## config.mk

```make
export PLATFORM = sky130hd
export DESIGN_NAME = pipeline_hazard_controller
export DESIGN_NICKNAME = d
export VERILOG_FILES = /design/src/rtl/pipeline_pkg.sv /design/src/rtl/pipeline_hazard_controller_sat_counter.sv /design/src/rtl/pipeline_hazard_controller.sv
export SDC_FILE = /design/constraint.sdc
export NUM_CORES = 1
export LEC_CHECK = 0
export BUFFER_PORTS_ARGS = -buffer_cell sky130_fd_sc_hd__buf_4
export CORE_UTILIZATION = 45
export DETAILED_ROUTE_END_ITERATION = 10
export HOLD_SLACK_MARGIN = 0.05
export PLACE_DENSITY = 0.71
export SYNTH_ARGS = -nofsm -noshare
export SYNTH_HDL_FRONTEND = slang
export SYNTH_HIERARCHICAL = 1
export SYNTH_SLANG_ARGS = --single-unit
```

## constraint.sdc

```tcl
create_clock -name clk -period 5.16 [get_ports clk]
set_clock_uncertainty 0.2 [all_clocks]
set_input_delay 1.032 -clock clk [delete_from_list [all_inputs] [get_ports clk]]
set_output_delay 1.032 -clock clk [all_outputs]
set_load 0.05 [all_outputs]
```

## src/rtl/pipeline_pkg.sv

```systemverilog
// Shared types for the pipeline hazard controller: FSM states and register index width.
package pipeline_pkg;

    localparam int REG_IDX_W = 4;

    typedef enum logic [1:0] {
        ST_RUN      = 2'd0,
        ST_FLUSH    = 2'd1,
        ST_MEM_WAIT = 2'd2
    } state_t;

endpackage

```

## src/rtl/pipeline_hazard_controller_sat_counter.sv

```systemverilog
// Saturating up-counter with synchronous clear; holds at all-ones instead of wrapping.
module sat_counter #(
    parameter int W = 16
) (
    input  logic         clk,
    input  logic         clr,
    input  logic         inc,
    output logic [W-1:0] count
);

    localparam logic [W-1:0] ONE = {{(W-1){1'b0}}, 1'b1};

    // Clear wins over increment; increment is suppressed once all-ones is reached.
    always_ff @(posedge clk) begin
        if (clr) begin
            count <= '0;
        end else if (inc && (count != '1)) begin
            count <= count + ONE;
        end
    end

endmodule

```

## src/rtl/pipeline_hazard_controller.sv

```systemverilog
// Stall/flush/PC-enable sequencing for the IF/ID and ID/EX registers, with
// saturating counters for stall cycles and taken-branch flushes.
//
// state    | meaning
// ---------+----------------------------------------------------------
// RUN      | normal issue; branch, memory wait and load-use are decided here
// FLUSH    | remaining flush cycles of a taken branch (rem counts down)
// MEM_WAIT | holding for data memory; exits on the first non-busy cycle
// (3)      | illegal encoding, handled as RUN and steered back to RUN
module pipeline_hazard_controller
    import pipeline_pkg::*;
#(
    parameter int BRANCH_PENALTY = 1,
    parameter int CNT_W          = 16
) (
    input  logic                 clk,
    input  logic                 rst_n,
    input  logic [REG_IDX_W-1:0] id_rs1,
    input  logic [REG_IDX_W-1:0] id_rs2,
    input  logic                 id_use_rs1,
    input  logic                 id_use_rs2,
    input  logic [REG_IDX_W-1:0] ex_rd,
    input  logic                 ex_mem_read_en,
    input  logic                 ex_branch_taken,
    input  logic                 mem_busy,
    output logic                 stall,
    output logic                 flush,
    output logic                 pc_en,
    output logic [1:0]           state,
    output logic [CNT_W-1:0]     stall_cycles,
    output logic [CNT_W-1:0]     flush_events
);

    localparam logic [2:0] REM_START = 3'(BRANCH_PENALTY - 1);

    state_t     state_q;
    state_t     state_d;
    logic [2:0] rem_q;
    logic [2:0] rem_d;
    logic       lu;
    logic       branch_start;

    assign lu = ex_mem_read_en &
                ((id_use_rs1 & (id_rs1 == ex_rd)) | (id_use_rs2 & (id_rs2 == ex_rd)));

    assign state = state_q;

    // Mealy decision: controls and next state from the current state and live inputs.
    always_comb begin
        state_d      = state_q;
        rem_d        = rem_q;
        stall        = 1'b0;
        flush        = 1'b0;
        pc_en        = 1'b1;
        branch_start = 1'b0;

        if (!rst_n) begin
            stall   = 1'b0;
            flush   = 1'b1;
            pc_en   = 1'b0;
            state_d = ST_RUN;
            rem_d   = 3'd0;
        end else begin
            case (state_q)
                ST_FLUSH: begin
                    // EX holds a bubble here, so branch/busy/load-use are not looked at.
                    flush = 1'b1;
                    pc_en = 1'b1;
                    rem_d = (rem_q == 3'd0) ? 3'd0 : rem_q - 3'd1;
                    if (rem_q <= 3'd1) begin
                        state_d = ST_RUN;
                    end
                end
                ST_MEM_WAIT: begin
                    if (mem_busy) begin
                        stall = 1'b1;
                        pc_en = 1'b0;
                    end else begin
                        state_d = ST_RUN;
                    end
                end
                default: begin
                    // RUN, and the illegal encoding which recovers to RUN.
                    state_d = ST_RUN;
                    if (ex_branch_taken) begin
                        flush        = 1'b1;
                        pc_en        = 1'b1;
                        branch_start = 1'b1;
                        if (BRANCH_PENALTY > 1) begin
                            state_d = ST_FLUSH;
                            rem_d   = REM_START;
                        end
                    end else if (mem_busy) begin
                        stall   = 1'b1;
                        pc_en   = 1'b0;
                        state_d = ST_MEM_WAIT;
                    end else if (lu) begin
                        // One bubble into ID/EX while IF/ID holds.
                        stall = 1'b1;
                        flush = 1'b1;
                        pc_en = 1'b0;
                    end
                end
            endcase
        end
    end

    // State and flush-remaining registers with synchronous active-low reset.
    always_ff @(posedge clk) begin
        if (!rst_n) begin
            state_q <= ST_RUN;
            rem_q   <= 3'd0;
        end else begin
            state_q <= state_d;
            rem_q   <= rem_d;
        end
    end

    sat_counter #(.W(CNT_W)) u_stall_cnt (
        .clk   (clk),
        .clr   (~rst_n),
        .inc   (stall),
        .count (stall_cycles)
    );

    sat_counter #(.W(CNT_W)) u_flush_cnt (
        .clk   (clk),
        .clr   (~rst_n),
        .inc   (branch_start),
        .count (flush_events)
    );

endmodule

```

Word level (Yosys, flattened, before mapping)
Index checks and enable logic that the tools add are counted.
{"block": "totals", "in_bits": 19, "output_inout_bits": 37, "wordCells": 50, "regBits": 37}
{"block": "classes", "n_addsub": 3, "n_reduce_logical": 5, "n_bitwise": 4, "magnitude_cmp": 1, "mux": 25, "eq_ne": 8}
{"operator": "16-bit by 1-bit adder with 16-bit output, second input constant", "n": 2}
{"operator": "16-bit inequality test, second input constant", "n": 2}
{"operator": "1-bit 2-to-1 mux", "n": 16}
{"operator": "4-bit == test", "n": 2}
{"operator": "2-bit 2-to-1 mux", "n": 4}
{"operator": "1-bit case mux with 2 select lines", "n": 3}
{"operator": "2-bit inequality test, second input constant", "n": 2}
{"operator": "2-bit case mux with 2 select lines", "n": 1}
{"operator": "1-bit bitwise AND", "n": 3}
{"operator": "3-bit by 1-bit <= comparator with 1-bit output, second input constant", "n": 1}
{"operator": "3-bit logical NOT", "n": 1}
{"operator": "3-bit 2-to-1 mux", "n": 1}
{"operator": "3-bit by 1-bit subtractor with 3-bit output, second input constant", "n": 1}
{"operator": "2-bit by 1-bit == test with 1-bit output, second input constant", "n": 1}
{"operator": "2-bit == test, second input constant", "n": 1}
{"operator": "1-bit logical AND", "n": 2}
{"operator": "2-bit AND reduction", "n": 1}
{"operator": "2-bit OR reduction", "n": 1}
{"operator": "1-bit bitwise OR", "n": 1}

Logic depth before layout (Yosys ltp)
Gate-level depths: netlist (run 1).
{"block": "depth", "depth_word": 10, "ltp_mapped": 9}

Modules after synthesis
Netlist (run 1), hierarchy kept.
{"mod": "sat_counter", "area_each_um2": 848.3, "cells_each": 99, "n_inst": 2}
{"mod": "pipeline_hazard_controller", "area_each_um2": 195.2, "cells_each": 25, "n_inst": 1}

Worst setup path after synthesis (run 1)
OpenSTA, ideal clock, no wires.
{"block": "synth_path", "path_kind": "input-to-output", "start": "input ex_rd[1]", "end": "output pc_en", "slack_ns": 1.639, "stages": 5, "arrival_time_ns": 2.289, "path_cell_list": "xnor2_1 and4b_1 nand4_1 o41ai_2 o22ai_1"}
{"block": "synth_via", "elab_chain_len": 9, "word_cells_on_any_way": 11}
{"element": "start, declared", "line_no": "pipeline_hazard_controller.sv:22", "rtl": "input logic [REG_IDX_W-1:0] ex_rd,"}
{"element": "4-bit == test", "line_no": "pipeline_hazard_controller.sv:44", "rtl": "((id_use_rs1 & (id_rs1 == ex_rd)) | (id_use_rs2 & (id_rs2 == ex_rd)));"}
{"element": "1-bit bitwise AND", "line_no": "pipeline_hazard_controller.sv:44"}
{"element": "1-bit bitwise OR *", "line_no": "pipeline_hazard_controller.sv:44"}
{"element": "1-bit bitwise AND *", "line_no": "pipeline_hazard_controller.sv:43", "rtl": "assign lu = ex_mem_read_en &"}
{"element": "1-bit 2-to-1 mux *", "line_no": "pipeline_hazard_controller.sv:97", "rtl": "end else if (lu) begin"}
{"element": "1-bit 2-to-1 mux *", "line_no": "pipeline_hazard_controller.sv:93", "rtl": "end else if (mem_busy) begin"}
{"element": "1-bit 2-to-1 mux *", "line_no": "pipeline_hazard_controller.sv:85", "rtl": "if (ex_branch_taken) begin"}
{"element": "1-bit case mux with 2 select lines *", "line_no": "pipeline_hazard_controller.sv:64", "rtl": "case (state_q)"}
{"element": "1-bit 2-to-1 mux *", "line_no": "pipeline_hazard_controller.sv:57", "rtl": "if (!rst_n) begin"}
{"element": "end, declared", "line_no": "pipeline_hazard_controller.sv:28", "rtl": "output logic pc_en,"}
Every way passes the cells marked *; elsewhere a longest branch is shown, timed or not.

Final worst setup path (run 1)
{"block": "layout_path", "start": "input ex_rd[0]", "end": "output stall"}
{"block": "layout_via", "elab_chain_len": 9, "word_cells_on_any_way": 11}
{"element": "4-bit == test", "line_no": "pipeline_hazard_controller.sv:44"}
{"element": "1-bit bitwise AND", "line_no": "pipeline_hazard_controller.sv:44"}
{"element": "1-bit bitwise OR *", "line_no": "pipeline_hazard_controller.sv:44"}
{"element": "1-bit bitwise AND *", "line_no": "pipeline_hazard_controller.sv:43"}
{"element": "1-bit 2-to-1 mux *", "line_no": "pipeline_hazard_controller.sv:97"}
{"element": "1-bit 2-to-1 mux *", "line_no": "pipeline_hazard_controller.sv:93"}
{"element": "1-bit 2-to-1 mux *", "line_no": "pipeline_hazard_controller.sv:85"}
{"element": "1-bit case mux with 2 select lines *", "line_no": "pipeline_hazard_controller.sv:64"}
{"element": "1-bit 2-to-1 mux *", "line_no": "pipeline_hazard_controller.sv:57"}
{"element": "end, declared", "line_no": "pipeline_hazard_controller.sv:26", "rtl": "output logic stall,"}
Marked as above.

==> results of run 1 <==
## kinds of logic after synthesis
family | Yosys count | synth area share, %
AOI/OAI and AO/OA | 50 | 16.9
xor gates and xnor gates | 12 | 5.56
muxes | 4 | 2.25
adders and majority gates | 2 | 1.32
buffers and inverters | 17 | 3.70
other | 1 | 0.198
DFF | 33 | 34.9
and+or+nand+nor | 104 | 35.1
## cell type report
type / count / area, um^2 / share of cell area, %
clock buffers: 8 / 80.1 / 3.33
inverters: 8 / 30.0 / 1.25
multi-input cells: 173 / 1160 / 48.2
flip-flops and latches: 33 / 661 / 27.4
well taps: 50 / 62.6 / 2.60
repair buffers: 55 / 413 / 17.2
## metrics by stage
step | hold slack [ns] | cell area, um^2
floorplan | 0.530 | 1890
global placement | 0.313 | 2330
detailed placement | 0.322 | 2330
CTS | 0.336 | 2410
global route | 0.361 | 2410
finish | 0.336 | 2410
## layer usage
layer / share of wire (%) / wire length [um] / vias to the layer above
met5: 0 / 0 / -
met2: 49 / 2260 / 55
met1: 45 / 2060 / 901
met3: 4.6 / 211 / 10
li1: - / - / 949
met4: 1.9 / 87 / 0
## flip-flops by register name, summed over array words and instances (netlist names)
register,flops
u_flush_cnt/count,16
state,1
u_stall_cnt/count,16
## cell usage in the layout, fill, tap and decap left out, drive strengths merged, types with 3 or more instances in the layout
cell | synthesis | final
buf | 5 | 55
dfxtp | 33 | 33
a21oi | 20 | 20
nand2 | 16 | 16
nor2 | 14 | 14
or4 | 14 | 14
nand3 | 12 | 12
o31ai | 12 | 12
xnor2 | 9 | 9
nand4 | 9 | 9
inv | 8 | 8
nor3 | 8 | 8
o21ai | 8 | 8
clkbuf | 4 | 8
and4 | 6 | 6
or3 | 6 | 6
nor4 | 6 | 6
nor2b | 4 | 4
xor2 | 3 | 3
o41ai | 3 | 3
## power groups by stage
stage | Clock [mW] | Combinational, mW | Sequential, mW
2_1_floorplan | 0 | 0.0257 | 0.270
3_3_place_gp | 0 | 0.0516 | 0.264
3_5_place_dp | 0 | 0.0519 | 0.264
4_1_cts | 0.191 | 0.0521 | 0.258
5_1_grt | 0.200 | 0.0555 | 0.259
6_report | 0.189 | 0.0517 | 0.258
## tightest hold or removal path, delay by kind of cell, from the launching register on
| family | cells | cell delay (ns) |
|---|---|---|
| AOI/OAI and AO/OA | 2 | 0.13 |
| DFF | 1 | 0.36 |
## path summary, 6_finish.rpt
path                                     startpoint                            endpoint  slack, ns  cells past startpoint
hold reg to reg   u_flush_cnt/count[9]$_SDFFE_PP0P_   u_flush_cnt/count[9]$_SDFFE_PP0P_       0.34                      2
setup / recovery                           ex_rd[0]                               stall       1.59                      5
hold / removal    u_flush_cnt/count[9]$_SDFFE_PP0P_   u_flush_cnt/count[9]$_SDFFE_PP0P_       0.34                      2
setup reg to reg              state[1]$_SDFFE_PN0P_  u_stall_cnt/count[11]$_SDFFE_PP0P_       2.64                      6
## synth_stat cells, drive strengths merged (3+ instances only)
library cell  instances
inv                   8
nand3                12
o21ai                 8
nor3                  8
and4                  6
dfxtp                33
xnor2                 9
nor4                  6
or4                  14
clkbuf                4
or3                   6
a21oi                20
o41ai                 3
o31ai                12
nand2                16
nand4                 9
buf                   5
nor2b                 4
nor2                 14
xor2                  3
==> key figures, run 1 <==
Worst setup path
  • Crit path required time: 3.93 ns
  • Crit. End Element: output pin
  • Crit-path max FO: 8
  • Crit-path slowest cell: o41ai_2
  • WS Path Type: in -> out
  • WP buf/inv: 2
  • Delay-heaviest family, CP: compound AO/OA/AOI/OAI gates
  • Worst path max stage delay: around 0.46 ns
  • Cell breakdown of the critical path: buf_4, xor2_1, o41ai_2, o21ba_1, buf_4
  • CP Data Arrival Time: 2.33 ns
  • CP dominant cell by count: buf_4
  • CP startpoint kind: input port

Hold path
  • Hold Crit Class: reg -> reg

STA
  • Hold Vio Cnt, Final: 0
  • Slew headroom: 45.9%
  • Final WS setup: 1.59 ns
  • Slew Viols, Final: 0
  • Max Clock Freq: about 280 MHz
  • Final Setup Violations: 0
  • Final period utilization: between 60% and 70%
  • Tightest Pin Transition: between 0.8 and 0.9 ns
  • Setup TNS: 0 ns
  • Fin crit period: 3.57 ns
  • RSZ-0062 raised after global routing: false

Synth
  • Synth Instances: between 200 and 250
  • Seq/Total Area, Yosys: a little over a third
  • Syn Area/Cell: 8.48 um^2
  • Cell taking the most area after synthesis: dfxtp_1
  • Share of the synthesized area in the top cell type: between 30% and 40%
  • Syn nets: about 240
  • Post-synth cell types: 41
  • Post-synth EDFFs: 0
  • Post-Synthesis Cell Area: about 1900 um^2
  • FF+latch count, synth: 33
  • Asr flop ratio synth: 0%
  • Synth area leaders: dfxtp_1 35%, or4_1 5.6%, a21oi_1 5.3%, o31ai_1 4.8%, xnor2_1 4.2%
  • Ys Warns: 6
  • Main flop type after synthesis: dfxtp_1

Placement
  • Pre-CTS WS: 1.59 ns
  • Final GP Congestion: 0.829
  • I/O Buffers: between 50 and 60
  • HPWL Detailed: approximately 3300 um
  • Cells after DPL: about 320

Floorplanning
  • Core area: ~4000 um^2
  • Io pins: 56
  • Die ar.: about 4500 um^2
  • Die Span X: roughly 67 um
  • Rows: 23
  • Initial Utilization: 47.0%
  • DIE HEIGHT: about 67 um

Global routing
  • Vias in the first global route: around 1,700
  • Grt ovf: 0
  • Met1 GRT Util: roughly 27%
  • GR Util met2: a little under two fifths
  • Initial antenna violation count: 0
  • All-Layer GR Usage: between 20% and 30%
  • GR peak layer: met2
  • Met3 GRT Util: under 10%
  • Largest net degree at the start of global routing: 26
  • First-pass GRT wire length: between 7000 and 8000 um

Final layout
  • Non-filler cells, final: approximately 330
  • Fill count: around 390
  • Share of layout cells above drive strength 1: between 20 and 25%
  • Util after Layout: 59.8%
  • Number of inserted diodes: 0
  • Layout Nets: around 300
  • Synth-to-layout area growth: 27.2%

Clock network
  • Post-CTS Setup Bufs: 0
  • CTS resizes: 0
  • CTS Buf Count: 5
  • CTS Hold Bufs: 0
  • TritonCTS sink count: 33
  • CTS tree: built
  • Worst-skew pair later-pin latency: between 0.2 and 0.3 ns
  • Clk root buf: clkbuf_8
  • Reg clk slew, reported paths: 0.07 ns
  • Max H-tree Level: 2
  • Maximum clock path buffer count: 2

Detailed routing
  • DR WL/cell: around 14 um
  • DRT iter0 DRCs: between 150 and 200
  • Drt drc: 0
  • Vias: between 1,500 and 2,000
  • Total wire length: around 4600 um
  • DR vias/cell: 5.86
  • Detailed Routing Iterations Pass 1: 4
  • ANT nets after route: 0

Job
  • Max cap viols: 0

Pwr
  • Pint: 373 uW
  • Comb pwr share: approximately a tenth
  • Psw: around 130 uW
  • Sw Ratio: roughly a quarter
  • Clk pwr share: 37.8%
  • LEAKAGE: 0.917 nW
  • Worst IR Drop VDD: around 170 uV
  • PwrDens: about 210 nW/um^2
  • Tot Pwr: approximately 500 uW
  • Register share of total power: about half

Outcome
  • Status: complete, no violations
Note: power is estimated with default switching activity, not from simulation.
==> run 2, diff against run 1 <==
- ABC_AREA: unset -> 1
- PLACE_DENSITY: 0.71 -> 0.73
- clock period: 5.16 -> 3.04 ns (I/O delays scaled with it)
==> run 2 against run 1 <==
  * The run now ends with design-rule violations left
  * Non-clock buffer count did not move
  * First-iteration DRC count fell by 34%
  * Sequential share of layout area decreased by 2.7 points
  * Via count grew 16%
  * Combinational power grew 130%
  * Global-route usage fell by 1.5 points
  * Clock-buffer cell count decreased by 1
  * Critical endpoint unchanged
  * Highest routed layer unchanged
==> key figures, run 2 <==
Global routing
  • Grt ovf: 0
  • First-pass GRT wire length: ~8500 um
  • Initial antenna violation count: 0
  • GR peak layer: met2
  • Largest net degree at the start of global routing: 17
  • Met1 GRT Util: 25.2%
  • GR Util met2: between 30% and 40%
  • Met3 GRT Util: under 10%
  • All-Layer GR Usage: a little over a fifth
  • Vias in the first global route: about 2,000

Worst setup path
  • Worst path max stage delay: about 0.35 ns
  • Cell breakdown of the critical path: buf_4, nand2_1, nand2_2, nor2_2, nand3_1, nand2_1, nand2_2, a21oi_2, buf_4
  • R2r worst-path depth: 10
  • Delay-heaviest family, CP: simple AND/OR/NAND/NOR gates
  • Capturing point of the worst reg2reg path: u_stall_cnt/count[13]$_SDFFE_PP0P_
  • R2R Setup Slk: around 1.1 ns
  • WS Path Type: in -> out
  • Reg2reg start: state[1]$_SDFFE_PN0P_
  • Number of cells on the critical path: 9
  • Crit path required time: 2.23 ns
  • Crit-path slowest cell: a21oi_2
  • Critical Path Start: ex_rd[1]
  • CP Data Arrival Time: roughly 1.8 ns
  • WP buf/inv: 2
  • End point of the critical path: stall
  • Crit-path max FO: 9
  • CP startpoint kind: input port
  • Crit. End Element: output pin

Synth
  • Cell taking the most area after synthesis: dfxtp_1
  • Most common library cells after synthesis: 109 x nand2_1, 79 x nor2_1, 33 x dfxtp_1, 32 x inv_1, 27 x nand3_1
  • Syn Area/Cell: about 6.0 um^2
  • Most numerous cell in the Yosys netlist: nand2_1
  • Post-synth cell types: 22
  • Main flop type after synthesis: dfxtp_1
  • FF+latch count, synth: 33
  • Asr flop ratio synth: 0%
  • Synth area leaders: dfxtp_1 31%, nand2_1 19%, nor2_1 14%, nand3_1 6.4%, nor2_2 6.2%
  • Post-synth EDFFs: 0
  • Seq/Total Area, Yosys: 31.2%
  • Synth Instances: around 350
  • Ys Warns: 6
  • Syn nets: 372
  • Post-Synthesis Cell Area: 2120 um^2
  • Share of the synthesized area in the top cell type: a little under a third

Final layout
  • Share of layout cells above drive strength 1: between 20% and 30%
  • Commonest non-fill, non-tap cell in the layout: nand2_1
  • Synth-to-layout area growth: 25.8%
  • Number of inserted diodes: 0
  • Layout Nets: around 430
  • Commonest cells after routing, fill and taps aside: 109 x nand2_1, 79 x nor2_1, 55 x buf_4
  • Non-filler cells, final: 461

Outcome
  • Status: finished with violations
  • Failing checks: design-rule violations

Placement
  • Final GP Congestion: ~0.81
  • Cells after DPL: 453
  • HPWL Detailed: 3730 um
  • I/O Buffers: 54

Floorplanning
  • Initial Utilization: a little under half
  • Die Span X: 70.6 um
  • DIE HEIGHT: 70.6 um
  • Die ar.: about 5000 um^2
  • Core area: about 4400 um^2
  • Io pins: between 50 and 60
  • Rows: 24

STA
  • Final Setup Violations: 0
  • Setup TNS: 0 ns
  • Slew Viols, Final: 0
  • Final period utilization: 86.1%
  • RSZ-0062 raised after global routing: false
  • Hold Vio Cnt, Final: 0
  • Slew headroom: between 60% and 70%
  • Max Clock Freq: roughly 380 MHz
  • Fin crit period: ~2.6 ns
  • Tightest Pin Transition: 0.520 ns

Detailed routing
  • DR vias/cell: ~4.8
  • DRT iter0 DRCs: 105
  • Drt drc: 4
  • Detailed Routing Iterations Pass 1: 9
  • DR WL/cell: ~10 um
  • Total wire length: roughly 4800 um
  • ANT nets after route: 0
  • Vias: 2,221

Clock network
  • Worst-skew pair later-pin latency: between 0.2 and 0.3 ns
  • CTS Buf Count: 5
  • Maximum clock path buffer count: 2
  • CTS resizes: 0
  • CTS tree: built
  • CTS Hold Bufs: 0
  • Post-CTS Setup Bufs: 0
  • Reg clk slew, reported paths: roughly 0.070 ns
  • Clk root buf: clkbuf_8
  • Max H-tree Level: 2
  • TritonCTS sink count: 33

Pwr
  • Register share of total power: between 40% and 50%
  • Pint: around 690 uW
  • Psw: approximately 240 uW
  • LEAKAGE: 1.24 nW
  • Worst IR Drop VDD: approximately 330 uV
  • Clk pwr share: roughly two fifths
  • PwrDens: ~350 nW/um^2
  • Comb pwr share: approximately an eighth
  • Sw Ratio: between 20% and 30%

Job
  • Max cap viols: 0

Hold path
  • Hold Crit Class: reg -> reg
## run 2: cell types whose count changed in the layout (fill, tap and decap cells not counted), sizes merged, moves of 8 or more
cell   delta
nand2    +99
nor2     +93
inv      +25
nand3    +15
or4      -14
o31ai    -12
o21ai     -8
## run 2: tightest hold or removal path: stages, from the launching register on
cell and delay, ns:
dfxtp_1 0.34, nor2_1 0.10, nor2_1 0.05
## run 2: cells by family (layout without fill, tap and decap cells)
logic type               count (synthesis)  count (layout)  synth area share (%)
AND/OR/NAND/NOR                        259             259                  55.0
buffers and inverters                   38              96                  7.38
flip-flops                              33              33                  31.2
XOR/XNOR                                 2               2                 0.827
other                                    1               1                 0.177
adder cells (fa/ha/maj)                  2               2                  1.18
AO/OA/AOI/OAI                           16              16                  4.25
## run 2: power groups by stage
stage / Clock [mW] / Sequential, mW / Combinational, mW
detailed placement: 0 / 0.451 / 0.118
finish: 0.371 / 0.442 / 0.118
floorplan: 0 / 0.466 / 0.0653
global route: 0.399 / 0.442 / 0.129
global placement: 0 / 0.451 / 0.116
CTS: 0.384 / 0.442 / 0.119
## run 2: routing by layer
metal,wire [um],part of all wire [%]
met1,2180,46
met2,2270,48
met3,242,5.1
met4,82,1.7
met5,0,0
## run 2: area by class of cell
class | count | area [um^2]
timing repair buffer | 55 | 413
clock inverter | 1 | 5.00
fill | 458 | 1780
sequential | 33 | 661
multi-input combinational | 280 | 1300
tap | 52 | 65.1
clock buffer | 7 | 96.3
inverter | 33 | 124
## run 2: per-stage QoR
step	instance area [um^2]	hold slack (ns)	util [%]	worst slack, ns	power (mW)
final	2670	0.325	60.0	0.421	0.931
after global routing	2670	0.358	60.0	0.259	0.971
after CTS	2670	0.326	60.0	0.392	0.944
after detailed placement	2560	0.315	57.7	0.393	0.570
after global placement	2560	0.314	57.7	0.451	0.568
after floorplan	2120	0.524	-	0.297	0.531
## run 2: how the worst min path moves through the flow
stage	startpoint	endpoint	cells after the start
finish	u_flush_cnt/count[1]$_SDFFE_PP0P_	u_flush_cnt/count[1]$_SDFFE_PP0P_	2
global placement	u_flush_cnt/count[1]$_SDFFE_PP0P_	u_flush_cnt/count[1]$_SDFFE_PP0P_	2
global route	u_flush_cnt/count[1]$_SDFFE_PP0P_	u_flush_cnt/count[1]$_SDFFE_PP0P_	2
floorplan	u_flush_cnt/count[1]$_SDFFE_PP0P_	u_flush_cnt/count[1]$_SDFFE_PP0P_	2
detailed placement	u_flush_cnt/count[1]$_SDFFE_PP0P_	u_flush_cnt/count[1]$_SDFFE_PP0P_	2
CTS	u_flush_cnt/count[1]$_SDFFE_PP0P_	u_flush_cnt/count[1]$_SDFFE_PP0P_	2
